`src/rtl/copy_fork_pkg.sv`:
```
// copy_fork_pkg: shared state encoding and delay-counter width helper for the copy-fork controller.
// Rev 1.0
`default_nettype none

package copy_fork_pkg;

  typedef enum logic [1:0] {
    IDLE    = 2'd0,
    FWD_DLY = 2'd1,
    SEND    = 2'd2,
    BWD_DLY = 2'd3
  } state_e;

  // Counter must hold the larger delay; never narrower than one bit.
  function automatic int cnt_w(input int fl, input int bl);
    int m;
    m = (fl > bl) ? fl : bl;
    return (m < 1) ? 1 : $clog2(m + 1);
  endfunction

endpackage

`default_nettype wire

```
`src/rtl/copy_fork_dly_cnt.sv`:
```
// copy_fork_dly_cnt: loadable down-counter, last_o flags the final cycle of a delay window.
// Rev 1.0
`default_nettype none

module copy_fork_dly_cnt #(
  parameter int W = 4
) (
  input  logic         clk,
  input  logic         rst_n,
  input  logic         load_i,
  input  logic [W-1:0] val_i,
  input  logic         dec_i,
  output logic         last_o
);

  logic [W-1:0] cnt_q, cnt_d;

  always_comb begin
    cnt_d = cnt_q;
    if (load_i) begin
      cnt_d = val_i;
    end else if (dec_i && (cnt_q != '0)) begin
      cnt_d = cnt_q - 1'b1;
    end
  end

  always_ff @(posedge clk) begin
    if (!rst_n) begin
      cnt_q <= '0;
    end else begin
      cnt_q <= cnt_d;
    end
  end

  assign last_o = (cnt_q == W'(1));

endmodule

`default_nettype wire

```
`src/rtl/copy_fork_ctrl.sv`:
```
// copy_fork_ctrl: 1-to-N copy-fork sequencer with FL/BL delays; watchdog enabled by COPY_FORK_STALL_EN.
// Rev 1.0
`default_nettype none

module copy_fork_ctrl
  import copy_fork_pkg::*;
#(
  parameter int WIDTH     = 8,
  parameter int N         = 3,
  parameter int FL        = 2,
  parameter int BL        = 8,
  parameter int STALL_LIM = 64
) (
  input  logic             clk,
  input  logic             rst_n,
  input  logic             in_valid,
  output logic             in_ready,
  input  logic [WIDTH-1:0] in_data,
  input  logic [N-1:0]     out_en,
  output logic [N-1:0]     out_valid,
  input  logic [N-1:0]     out_ready,
  output logic [WIDTH-1:0] out_data,
  output logic             busy,
  output logic             stall
);

  localparam int            CW   = cnt_w(FL, BL);
  localparam logic [CW-1:0] FL_C = CW'(FL);
  localparam logic [CW-1:0] BL_C = CW'(BL);

  state_e           state_q, state_d;
  logic [WIDTH-1:0] data_q, data_d;
  logic [N-1:0]     mask_q, mask_d;
  logic [N-1:0]     done_q, done_d;
  logic [N-1:0]     hs;
  logic             all_done;
  logic             cnt_load, cnt_dec, cnt_last;
  logic [CW-1:0]    cnt_val;

  assign in_ready  = rst_n && (state_q == IDLE);
  assign busy      = (state_q != IDLE);
  assign out_valid = (state_q == SEND) ? (mask_q & ~done_q) : '0;
  assign out_data  = data_q;
  assign hs        = out_valid & out_ready;
  // Handshakes landing this cycle count toward completion.
  assign all_done  = &((done_q | hs) | ~mask_q);

  always_comb begin
    state_d  = state_q;
    data_d   = data_q;
    mask_d   = mask_q;
    done_d   = done_q;
    cnt_load = 1'b0;
    cnt_val  = FL_C;
    cnt_dec  = 1'b0;
    unique case (state_q)
      IDLE: begin
        if (in_valid && in_ready) begin
          data_d = in_data;
          mask_d = out_en;
          if (|out_en) begin
            if (FL == 0) begin
              state_d = SEND;
            end else begin
              state_d  = FWD_DLY;
              cnt_load = 1'b1;
              cnt_val  = FL_C;
            end
          end else if (BL != 0) begin
            state_d  = BWD_DLY;
            cnt_load = 1'b1;
            cnt_val  = BL_C;
          end
        end
      end
      FWD_DLY: begin
        cnt_dec = 1'b1;
        if (cnt_last) state_d = SEND;
      end
      SEND: begin
        done_d = done_q | hs;
        if (all_done) begin
          done_d = '0;
          if (BL == 0) begin
            state_d = IDLE;
          end else begin
            state_d  = BWD_DLY;
            cnt_load = 1'b1;
            cnt_val  = BL_C;
          end
        end
      end
      BWD_DLY: begin
        cnt_dec = 1'b1;
        if (cnt_last) state_d = IDLE;
      end
      default: state_d = IDLE;
    endcase
  end

  always_ff @(posedge clk) begin
    if (!rst_n) begin
      state_q <= IDLE;
      data_q  <= '0;
      mask_q  <= '0;
      done_q  <= '0;
    end else begin
      state_q <= state_d;
      data_q  <= data_d;
      mask_q  <= mask_d;
      done_q  <= done_d;
    end
  end

  copy_fork_dly_cnt #(
    .W (CW)
  ) u_dly_cnt (
    .clk    (clk),
    .rst_n  (rst_n),
    .load_i (cnt_load),
    .val_i  (cnt_val),
    .dec_i  (cnt_dec),
    .last_o (cnt_last)
  );

`ifdef COPY_FORK_STALL_EN
  localparam int            SW    = ($clog2(STALL_LIM + 1) > 7) ? $clog2(STALL_LIM + 1) : 7;
  localparam logic [SW-1:0] LIM_C = SW'(STALL_LIM);

  logic [SW-1:0] wcnt_q, wcnt_d;
  logic          stall_q, stall_d;

  // Saturating idle-cycle count; the flag latches until SEND is left.
  always_comb begin
    wcnt_d  = '0;
    stall_d = 1'b0;
    if ((state_q == SEND) && (state_d == SEND)) begin
      if (|hs) begin
        wcnt_d = '0;
      end else if (wcnt_q != LIM_C) begin
        wcnt_d = wcnt_q + 1'b1;
      end else begin
        wcnt_d = wcnt_q;
      end
      stall_d = stall_q | (wcnt_d == LIM_C);
    end
  end

  always_ff @(posedge clk) begin
    if (!rst_n) begin
      wcnt_q  <= '0;
      stall_q <= 1'b0;
    end else begin
      wcnt_q  <= wcnt_d;
      stall_q <= stall_d;
    end
  end

  assign stall = stall_q;
`else
  assign stall = 1'b0;
`endif

endmodule

`default_nettype wire

```
`config.mk`:
```
export PLATFORM = sky130hd
export DESIGN_NAME = copy_fork_ctrl
export DESIGN_NICKNAME = d
export VERILOG_FILES = /design/src/rtl/copy_fork_pkg.sv /design/src/rtl/copy_fork_dly_cnt.sv /design/src/rtl/copy_fork_ctrl.sv
export SDC_FILE = /design/constraint.sdc
export NUM_CORES = 1
export LEC_CHECK = 0
export CAP_MARGIN = 0
export CORE_ASPECT_RATIO = 1.25
export CORE_MARGIN = 4
export CORE_UTILIZATION = 30
export CTS_BUF_LIST = sky130_fd_sc_hd__clkbuf_2
export DETAILED_ROUTE_END_ITERATION = 10
export SYNTH_ARGS = -nofsm -noshare
export SYNTH_HDL_FRONTEND = slang
export SYNTH_SLANG_ARGS = --single-unit
```
`constraint.sdc`:
```
create_clock -name clk -period 3.83 [get_ports clk]
set_input_delay 0.766 -clock clk [delete_from_list [all_inputs] [get_ports clk]]
set_output_delay 0.766 -clock clk [all_outputs]
set_load 0.03 [all_outputs]
```
==> flow_metrics.py <==
metrics = {
    "global_route": {
        "grt_first_pass_wirelength_mm": 4.00,
        "grt_max_degree": 21,
        "overflow": 0,
        "antenna_found_initial": 0,
        "grt_usage": 0.119,
        "grt_pass1_vias": 961,
    },
    "timing": {
        "finalSetupViolCount": 0,
        "fmax_ghz": 0.332,
        "final_hold_viol_count": 0,
        "clock_skew_ns": 0.0120,
        "relSlewSlack": 0.524,
        "tightest_slew_ns": 0.706,
        "setup_slack_ns": 0.818,
        "fin_crit_sh": 0.786,
        "hold_slack_ns": 0.471,
        "setup-tns-final_ns": 0,
        "min_period_ns": 3.01,
        "maxSlewViolCount": 0,
        "rsz0062_at_grt": "false",
    },
    "logic_synthesis": {
        "synthFlopType": "dfxtp_1",
        "syn-num-nets": 154,
        "yosysMostFrequentCell": "nand2_1",
        "netlist_area_um2": 1010,
        "syn-instance-count": 130,
        "yosysWarnings": 0,
        "netlist.area_leader.share": 0.396,
        "synth.area.top_cells": "dfxtp_1 40%, nand2_1 10%, ha_1 8.7%, nand3_1 6.9%, nor2_1 3.3%",
        "synthArstFlopShare": 0,
        "ys_ff_latch": 20,
        "synth_edf_count": 0,
        "yosysSeqAreaShare": 0.396,
        "synth_commonest_cells": "28 x nand2_1, 20 x dfxtp_1, 14 x nand3_1",
        "yosys.area.top_type": "dfxtp_1",
        "syn_area_per_cell_um2": 7.79,
        "yosys.cell_types.count": 34,
    },
    "min_path": {
        "hold_path.class": "reg2reg",
    },
    "detailed_routing": {
        "vias": 962,
        "postRouteAntennaNets": 0,
        "routed_via_density": 4.91,
        "detail_route.wl_per_cell_um": 12.5,
        "wirelength_mm": 2.45,
        "drt-initial-drc-count": 21,
        "drt_drc_violations_left": 0,
        "dr.pass1.iters": 4,
    },
    "worst_setup_path": {
        "crit_required_ns": 3.06,
        "cp-end-kind": "primary output",
        "cp_data_arrival_time_ns": 2.25,
        "crit_top_cell": "clkdlybuf4s50_1",
        "cpPeakStageDelay_ns": 0.66,
        "critPathTopFamily": "buffers and inverters",
        "crit_path_start_kind": "primary input",
        "crit_type": "in2out",
        "critical_path_buf_inv_count": 3,
        "cp_slowest_cell": "clkdlybuf4s50_1",
        "cp_cell_sequence": "clkdlybuf4s50_1, buf_4, and2_1, clkdlybuf4s50_1",
        "crit_fanout": 20,
    },
    "floorplanning": {
        "die_area_um2": 4370,
        "ios": 31,
        "fp.dieH_um": 72.9,
        "die_x_um": 60.0,
        "rows": 23,
        "initial_core_util": 0.314,
        "core_um2": 3220,
    },
    "final_layout": {
        "fillers": 350,
        "diodes": 0,
        "area_growth_pct": 33.9,
        "drive_above_1_share": 0.0440,
        "final_util": 0.420,
        "nNetsFinal": 184,
    },
    "cts": {
        "insertion_delay_ns": 0.31,
        "clk_pin_slew_ns": 0.19,
        "cts.sink_count": 20,
        "h-tree-depth": 1,
        "cts_root_buffer": "clkbuf_2",
        "cts_hold_buffers": 0,
        "cts_setup_buffers": 0,
        "cts_resized": 0,
        "cts_buffers": 3,
        "clockBufferDepth": 2,
        "cts_tree": "built",
    },
    "outcome": {
        "outcome": "complete, no violations",
    },
    "pwr": {
        "vdd_ir_drop_max_mv": 0.330,
        "leakage_nw": 0.570,
        "finalPower_mw": 0.863,
        "p_switching_mw": 0.377,
        "comb_power_share": 0.547,
        "p_int_mw": 0.487,
        "p_clk_frac": 0.099,
        "seqPwrFrac": 0.354,
        "p_sw_frac": 0.436,
        "power.density_nw_per_um2": 637,
    },
    "placement": {
        "io_buffers": 29,
        "hpwl_mm": 1.83,
        "dpl_worst_slack_ns": 0.814,
        "place_congestion": 0.765,
    },
    "run": {
        "maxCapViolations": 0,
    },
}
[sequential cells by signal (all words and copies together) (netlist names)]
name and cells:
done_q 3, mask_q 3, state_q 2, out_data 8, u_dly_cnt.cnt_q 4
[metal layers]
metal	share of wire	vias up	track usage
met3	0.076	2	0.0372
met1	0.45	435	0.152
met4	0.0049	0	0.0443
met5	0	-	0
met2	0.47	31	0.185
li1	-	494	-
[logic make-up after synthesis]
logic type               after synthesis  synth area share
AO/OA/AOI/OAI                         20             0.131
XOR/XNOR                               2            0.0173
adder cells (fa/ha/maj)                7            0.0865
buffers and inverters                 12            0.0494
flip-flops                            20             0.396
multiplexers                           1           0.00989
other                                  1           0.00370
AND/OR/NAND/NOR                       67             0.307
[through the flow]
stage	instances	cell area, um2
2_1_floorplan	130	1010
3_3_place_gp	192	1340
3_5_place_dp	192	1340
4_1_cts	196	1360
5_1_grt	196	1360
6_report	196	1360
[cell usage in the layout (no fill, tap or decap), types with 3 or more instances in the layout]
| master | netlist | layout |
|---|---|---|
| nor2b_1 | 3 | 3 |
| clkbuf_2 | 0 | 3 |
| ha_1 | 7 | 7 |
| nor2_1 | 9 | 9 |
| a31oi_1 | 3 | 3 |
| nand3_1 | 14 | 14 |
| nand2_1 | 28 | 28 |
| inv_1 | 6 | 6 |
| a21oi_1 | 4 | 4 |
| dfxtp_1 | 20 | 20 |
| o21ai_0 | 3 | 3 |
| nor3_1 | 3 | 3 |
| and2_1 | 3 | 3 |
| clkdlybuf4s50_1 | 0 | 29 |
[worst paths after layout]
path / from / slack [ns] / endpoint / cells after the start
max: rst_n / 0.82 / in_ready / 4
min: out_data[6] / 0.47 / out_data[6] / 2
max reg2reg: state_q[0] / 1.69 / u_dly_cnt.cnt_q[2] / 6
min reg2reg: out_data[6] / 0.47 / out_data[6] / 2
[tightest hold or removal path, stage by stage (launching register included)]
cell,delay (ns)
dfxtp_1,0.35
nand3_1,0.06
nand2_1,0.04
[power by group through the flow]
stage	Sequential [mW]	Clock, mW	Combinational [mW]
after CTS	0.305	0.0918	0.474
after floorplan	0.332	0	0.297
after global routing	0.312	0.0991	0.521
final	0.305	0.0855	0.473
after global placement	0.306	0	0.465
after detailed placement	0.308	0	0.471
[final cells by class]
cell class / instances / area [um2] / share of cell area
inverter: 6 / 22.5 / 0.0166
sequential: 20 / 400 / 0.295
timing repair buffer: 31 / 305 / 0.225
tap: 37 / 46.3 / 0.0342
multi-input combinational: 98 / 562 / 0.415
clock inverter: 1 / 3.75 / 0.00277
clock buffer: 3 / 15.0 / 0.0111
Note: power is estimated with default switching activity, not from simulation.
